## config.mk

```make
export PLATFORM = sky130hd
export DESIGN_NAME = inv_for_1543
export DESIGN_NICKNAME = d
export VERILOG_FILES = /design/src/rtl/inv_for_1543.sv
export SDC_FILE = /design/constraint.sdc
export NUM_CORES = 1
export LEC_CHECK = 0
export ABC_AREA = 1
export CORE_MARGIN = 2
export CORE_UTILIZATION = 50
export DETAILED_ROUTE_END_ITERATION = 16
export GPL_TIMING_DRIVEN = 0
export MAX_ROUTING_LAYER = met4
export PLACE_DENSITY = 0.69
export SLEW_MARGIN = 0
export SYNTH_ARGS = -nofsm -noshare
export SYNTH_HDL_FRONTEND = slang
export SYNTH_SLANG_ARGS = --single-unit
```

## constraint.sdc

```tcl
create_clock -name clk -period 14.35 [get_ports clk]
set_input_delay 2.1525 -clock clk [delete_from_list [all_inputs] [get_ports clk]]
set_output_delay 2.1525 -clock clk [all_outputs]
set_load 0.01 [all_outputs]
```

## src/rtl/inv_for_1543.sv

```systemverilog
// Modular inverter over GF(Q), default Q = 1543.
// Computes a^-1 = a^(Q-2) mod Q by left-to-right square-and-multiply.
// The sequence is fixed and does not depend on the data: one square per
// exponent bit, and a multiply after each square whose bit is set.
// Operands in Q..2^W-1 are reduced once on acceptance.
// a = 0 produces 0 and raises no flag.
//
//   state | meaning
//   ------+-----------------------------------------------------------
//   IDLE  | in_ready high, waiting for an operand
//   SQR   | acc <= acc*acc mod Q for exponent bit idx
//   MUL   | acc <= acc*a mod Q, taken when exponent bit idx is set
//   DONE  | out_valid high, dout_r held until out_ready
module inv_for_1543 #(
    parameter int Q   = 1543,
    parameter int W   = 11,
    parameter int EXP = 1541
) (
    input  logic         clk,
    input  logic         rst,
    input  logic         in_valid,
    output logic         in_ready,
    input  logic [W-1:0] din_a,
    output logic         out_valid,
    input  logic         out_ready,
    output logic [W-1:0] dout_r
);

    localparam int PW   = 2 * W;            // product width
    localparam int BK   = PW + 2;           // Barrett shift
    localparam int MW   = BK - W + 1;       // Barrett constant width
    localparam int IDXW = $clog2(W);
    localparam longint BM = (longint'(1) << BK) / longint'(Q);

    localparam logic [W-1:0]    Q_W    = W'(Q);
    localparam logic [PW-1:0]   Q_P    = PW'(Q);
    localparam logic [MW-1:0]   BM_V   = MW'(BM);
    localparam logic [W-1:0]    EXP_V  = W'(EXP);
    localparam logic [IDXW-1:0] IDX_HI = IDXW'(W - 1);

    typedef enum logic [1:0] {
        S_IDLE = 2'd0,
        S_SQR  = 2'd1,
        S_MUL  = 2'd2,
        S_DONE = 2'd3
    } state_t;

    state_t            r_state;
    state_t            w_state_nxt;
    logic [W-1:0]      r_a;
    logic [W-1:0]      r_acc;
    logic [IDXW-1:0]   r_idx;
    logic              r_out_valid;
    logic [W-1:0]      r_dout;

    logic [W-1:0]      w_a_in;
    logic              w_exp_bit;
    logic [W-1:0]      w_mul_b;
    logic [PW-1:0]     w_prod;
    logic [PW+MW-1:0]  w_qprod;
    logic [PW-W:0]     w_qest;
    logic [PW-1:0]     w_qq;
    logic [PW-1:0]     w_r0;
    logic [PW-1:0]     w_r1;
    logic [W-1:0]      w_red;

    assign in_ready  = (r_state == S_IDLE);
    assign out_valid = r_out_valid;
    assign dout_r    = r_dout;

    // Single pre-reduction brings 0..2^W-1 into 0..Q-1.
    assign w_a_in    = (din_a >= Q_W) ? (din_a - Q_W) : din_a;
    assign w_exp_bit = EXP_V[r_idx];

    // One shared multiplier: squares acc in SQR, multiplies by a in MUL.
    always_comb begin
        w_mul_b = (r_state == S_MUL) ? r_a : r_acc;
        w_prod  = {{W{1'b0}}, r_acc} * {{W{1'b0}}, w_mul_b};
    end

    // Exact Barrett reduction of the full 2W-bit product. The quotient
    // estimate is at most one short, so the first subtraction already
    // lands in range; the second keeps the result exact under any
    // rounding of the estimate.
    always_comb begin
        w_qprod = {{MW{1'b0}}, w_prod} * {{PW{1'b0}}, BM_V};
        w_qest  = w_qprod[PW+MW-1:BK];
        w_qq    = {{(W-1){1'b0}}, w_qest} * Q_P;
        w_r0    = w_prod - w_qq;
        w_r1    = (w_r0 >= Q_P) ? (w_r0 - Q_P) : w_r0;
        w_red   = (w_r1 >= Q_P) ? W'(w_r1 - Q_P) : W'(w_r1);
    end

    // State register.
    always_ff @(posedge clk) begin
        if (rst) begin
            r_state <= S_IDLE;
        end else begin
            r_state <= w_state_nxt;
        end
    end

    // Next-state decode. in_valid is only looked at in IDLE, so an offer
    // made while busy or holding a result has no effect.
    always_comb begin
        w_state_nxt = r_state;
        case (r_state)
            S_IDLE: begin
                if (in_valid) begin
                    w_state_nxt = S_SQR;
                end
            end
            S_SQR: begin
                if (w_exp_bit) begin
                    w_state_nxt = S_MUL;
                end else if (r_idx == '0) begin
                    w_state_nxt = S_DONE;
                end
            end
            S_MUL: begin
                if (r_idx == '0) begin
                    w_state_nxt = S_DONE;
                end else begin
                    w_state_nxt = S_SQR;
                end
            end
            S_DONE: begin
                if (out_ready) begin
                    w_state_nxt = S_IDLE;
                end
            end
            default: w_state_nxt = S_IDLE;
        endcase
    end

    // Datapath and registered outputs. The result is captured on the edge
    // that enters DONE, so out_valid and dout_r rise together.
    always_ff @(posedge clk) begin
        if (rst) begin
            r_a         <= '0;
            r_acc       <= W'(1);
            r_idx       <= IDX_HI;
            r_out_valid <= 1'b0;
            r_dout      <= '0;
        end else begin
            r_out_valid <= (w_state_nxt == S_DONE);
            case (r_state)
                S_IDLE: begin
                    if (in_valid) begin
                        r_a   <= w_a_in;
                        r_acc <= W'(1);
                        r_idx <= IDX_HI;
                    end
                end
                S_SQR: begin
                    r_acc <= w_red;
                    if (!w_exp_bit && (r_idx != '0)) begin
                        r_idx <= r_idx - 1'b1;
                    end
                    if (w_state_nxt == S_DONE) begin
                        r_dout <= w_red;
                    end
                end
                S_MUL: begin
                    r_acc <= w_red;
                    if (r_idx != '0) begin
                        r_idx <= r_idx - 1'b1;
                    end
                    if (w_state_nxt == S_DONE) begin
                        r_dout <= w_red;
                    end
                end
                default: ;
            endcase
        end
    end

endmodule
```

### After elaboration in Yosys (flattened, before gate mapping)

Memory sizes are Yosys's and may differ from the RTL's. A register that Yosys moved wholly into a read port is not among the register bits.
Index checks and enable logic that the tools add are counted.

* output and inout port bits: 13
* memory bits (read-only): 16
* word-level logic and storage cells: 57
* memories: 1
* input port bits: 15
* register bits: 40

Memory list
* (no name shown): words 16, width 1, rd ports 1, clocked after Yosys merged registers in 1, write ports 0, line 73 `assign w_exp_bit = EXP_V[r_idx];`

* add/subtract/negate cells: 5
* reduce and logical (&&, ||, !) cells: 12
* multiply operators: 3
* muxes and demuxes: 19
* $lt $le $gt $ge: 4
* equality and inequality tests: 7

Operators with widths (number)
* 22-bit by 11-bit >= comparator with 1-bit output (second input constant): 2
* 11-bit two-way mux: 4
* 22-bit by 14-bit multiplier with 36-bit output (second input constant): 1
* 11-bit by 11-bit multiplier with 22-bit output: 1
* 12-bit by 11-bit multiplier with 22-bit output (second input constant): 1
* 22-bit two-way mux: 1
* 11-bit case mux with 2 select lines: 1
* 11-bit subtractor (second input constant): 2
* 22-bit by 11-bit subtractor with 22-bit output (second input constant): 1
* 22-bit subtractor: 1
* 4-bit two-way mux: 5
* 4-bit case mux with 3 select lines: 1
* 11-bit >= comparator (second input constant): 1
* 2-bit two-way mux: 5
* 2-bit case mux with 4 select lines: 1
* 2-bit equality test (second input constant): 3
* 2-bit AND reduction: 3
* 4-bit by 5-bit < comparator with 1-bit output (second input constant): 1
* 4-bit zero test: 1
* 2-bit inequality test (second input constant): 2
* 4-bit AND reduction: 1
* 4-bit nonzero test: 1
* 4-bit by 1-bit subtractor with 4-bit output (second input constant): 1
* 3-bit nonzero test: 1
* 8 further kinds: 8

### Longest topological paths before layout

* depth in word-level cells: 11
* depth in mapped cells: 100
* mapped depth without buffers: 97

### Worst setup path after synthesis

OpenSTA, ideal clock, no wires.

* path type: register -> register
* start: reg r_state[0]
* end: reg r_acc[8]
* period minus slack after synthesis: 15676 ps
* setup time: 69 ps
* data required time: 14281 ps
* path buffers: 4
* setup slack: -1326 ps
* arrival: 15607 ps
* stages on the path, launching flop included: 91
* path through: dfxtp_1 inv_1 ha_1 inv_1 clkbuf_1 nor2_1 inv_1 o21ai_0 inv_1 nand2_1 fa_1 inv_1 fa_1 inv_1 fa_1 inv_1 fa_1 inv_1 [55 not listed] nand3_1 nor2_4 nand3_4 buf_6 buf_6 nand2_1 nand2_1 ha_1 nand3_1 nand2_1 nor2_2 nand2_2 nand2_4 buf_6 nand3_1 nand2_1 nand2_1 a21oi_2

* longest elaborated chain between the ends: 11
* elaborated cells on any way between the ends: 19
* classes of those cells: 3 x add/sub; 3 x mul; 2 x order compare; 3 x eq/ne; 4 x mux; 4 x reduce/logical

RTL lines
* start: declaration: line 48 `state_t r_state;`
* start signal: assignment: line 99 `r_state <= w_state_nxt;`
* 2-bit equality test: line 77, 147
* 11-bit two-way mux: line 77 `w_mul_b = (r_state == S_MUL) ? r_a : r_acc;`
* 11-bit by 11-bit multiplier with 22-bit output: line 78 `w_prod = {{W{1'b0}}, r_acc} * {{W{1'b0}}, w_mul_b};`
* 22-bit by 14-bit multiplier with 36-bit output: line 86 `w_qprod = {{MW{1'b0}}, w_prod} * {{PW{1'b0}}, BM_V};`
* 12-bit by 11-bit multiplier with 22-bit output: line 88 `w_qq = {{(W-1){1'b0}}, w_qest} * Q_P;`
* 22-bit subtractor: line 89 `w_r0 = w_prod - w_qq;`
* 22-bit by 11-bit subtractor with 22-bit output / 22-bit by 11-bit >= comparator with 1-bit output (equally long branches): line 90 `w_r1 = (w_r0 >= Q_P) ? (w_r0 - Q_P) : w_r0;`
* 22-bit two-way mux: line 90
* 22-bit by 11-bit >= comparator with 1-bit output / 11-bit subtractor (equally long branches): line 91 `w_red = (w_r1 >= Q_P) ? W'(w_r1 - Q_P) : W'(w_r1);`
* 11-bit two-way mux: line 91
* 11-bit case mux with 2 select lines: line 147 `case (r_state)`
* end signal: assignment: line 156 `r_acc <= w_red;`
* end signal: assignment: line 165 `r_acc <= w_red;`
* end: declaration: line 51 `logic [W-1:0] r_acc;`

Parallel ways exist; a longest one is shown, timed or not.
A chain may end at the register's enable or synchronous reset.

### Worst setup path after layout

* start: reg r_state[0]
* end: reg r_acc[5]

Same word-level chain as after synthesis.

==> metrics <==
RSZ-0062 raised after global routing true; CP Max Fanout 7; post-layout worst setup margin -0.9542 ns; Slew @ Worst Pin 0.9487 ns; # setup viols final 22; crit path capture type flop; Max clock buf depth 2; Ys Warns 0; failing checks setup timing; number of inserted diodes 0; syn nets 2747; post-synthesis instance area 16250 µm²; global-route usage over all layers 25.71%; Multi-input gate area 14730 µm²; sequential area share after synthesis 5.051%; most frequent cell after synthesis inv_1; Tmin final 15.30 ns; Starting Density 50.33%; die area 33960 µm²; average wire per standard cell 14.68 µm; core area 32290 µm²; H-tree levels 2; area grow syn2layout 23.08%; Mean Syn Cell Area 7.330 µm²; DP Wirelength 33030 µm; Routed WL 41310 µm; slowest CP cell fa_2; Most used DFF post-synth dfxtp_1; initial antenna violation count 0; Post-synth EDFFs 0; worst skew pair latency 0.28 ns; worst hold path class flop to flop; area leader, netlist fa_1; CTS tree built; first-pass GRT wire length 69060 µm; vias in the first global route 14790; register area 828.3 µm²; CTS Root Cell clkbuf_16; Netlist cell types 45; Fillers 2740; MaxCap Viol Count 0; Clock transition at path regs 0.06 ns; non-filler cells, final 2814; slew margin rel. 36.54%; Mapped Cells 2217; DR iter-0 viols 611; largest net degree at the start of global routing 14; number of detailed-route iterations in the first pass 6; Synth Area in Simple Gates 19.88%; async set or reset register ratio after synthesis 0%; routed vias 14350; startpoint types flop; status finished, violations left; critical path class flop to flop; Chip Width 184.3 µm; DIE HEIGHT 184.3 µm; worst stage delay on the critical path 0.61 ns; num rows 66; # IOs 28; Post-Synth XOR/XNOR Area 4.358%; clock sink count 41; compound-cell area share of the yosys netlist 6.737%; IO Port Bufs 26; vias per cell 5.098; Placed Cells 2685; Fmax 65.34 MHz; skew final 0.008137 ns; top post-synthesis cells by count inv_1 (606), nand2_1 (415), ha_1 (309); Post-Synth Adder-Cell Area 49.17%; gr ovfl total 0; share of the synthesized area in the top cell type 25.38%; Hold Buf Count CTS 0; fin crit share 106.6%; # DRC 0; flip-flop and latch count after synthesis 41; post-synthesis mux area share 0%; WP data required 14.55 ns; layout cells sized above 1 19.35%; Slew Limit Fails 0; RePlAce Congestion 0.9429; nets@finish 2901; largest family of logic cells by synthesized area adder cells; Worst EP arrival 15.51 ns; count of final hold-check violations 0; Synth area leaders fa_1 (25%), ha_1 (24%), inv_1 (14%); TritonCTS Buffers 5; Antenna Violating Nets Remaining 0
## stage by stage
stage	hold slack, ns	setup TNS, ns	utilization [%]	instance area, µm²	worst slack, ns
final	0.5367	-20.24	61.95	20000	-0.9542
after global routing	0.5720	-33.60	61.95	20000	-1.561
after CTS	0.5372	-7.698	60.04	19390	-0.3896
after detailed placement	0.5226	-59.82	53.77	17360	-2.790
after global placement	0.5169	-54.09	53.77	17360	-2.527
after floorplan	0.4754	-5.012	-	16550	-0.2810
## final timing paths
path                    from        to  slack (ns)  cells past startpoint
setup / recovery  r_state[0]  r_acc[5]       -0.95                     90
hold / removal        r_a[1]    r_a[1]        0.54                      2
hold reg to reg       r_a[1]    r_a[1]        0.54                      2
setup reg to reg  r_state[0]  r_acc[5]       -0.95                     90
## cell type report
type | instances | area share, %
tap | 442 | 2.765
inverter | 610 | 11.55
buffer | 18 | 0.6318
clock inverter | 2 | 0.1877
multi-input combinational | 1544 | 73.66
timing repair buffer | 150 | 6.337
clock buffer | 6 | 0.6944
sequential | 41 | 4.141
timing repair inverter | 1 | 0.03128
## worst max-delay path: cells and delay by family, from the launching register on
kind            cells  cell delay, ns
fa+ha+maj          19            7.48
simple gates       37            3.62
buf+inv            23            2.04
compound gates      9            1.19
xor+xnor            2            0.43
flops               1            0.36
## metal layers
metal / vias to the layer above / GRT usage, % / share of wire, %
li1: 7043 / - / -
met1: 6883 / 31.81 / 43
met2: 353 / 44.35 / 49
met3: 68 / 3.418 / 5.1
met4: 0 / 6.688 / 2.9
met5: - / - / 0
## registers in the layout, summed over array words and instances, names as in the netlist
name and flops:
dout_r 11, r_a 11, r_acc 11, r_idx 4
r_state 2, out_valid 1, w_exp_bit 1
## cell families after synthesis
| group | count (synthesis) |
|---|---|
| XOR/XNOR | 80 |
| AO/OA/AOI/OAI | 187 |
| buffers and inverters | 633 |
| AND/OR/NAND/NOR | 761 |
| flip-flops | 41 |
| adder cells (fa/ha/maj) | 515 |
## what timing repair did
action                     in CTS  in global routing
pin swaps                     113                 79
hold endpoints to repair        0                  0
gates resized for setup       218                106
gates cloned                    3                  1
setup buffers                 101                 21
setup endpoints to repair      22                 22
## placed cells by master, fill, tap and decap left out, drive strengths merged, types with 17 or more instances in the layout
| cell type | instances |
|---|---|
| nor3 | 17 |
| xnor2 | 26 |
| clkdlybuf4s50 | 26 |
| ha | 309 |
| clkbuf | 20 |
| nand4 | 17 |
| nand3 | 92 |
| xor2 | 54 |
| nand2 | 430 |
| o21ai | 54 |
| fa | 206 |
| inv | 608 |
| nor2 | 194 |
| buf | 128 |
| dfxtp | 41 |
| a21oi | 83 |
Power is not shown: default switching activity piles up to over one toggle a cycle in this logic, so the estimate is an artifact.
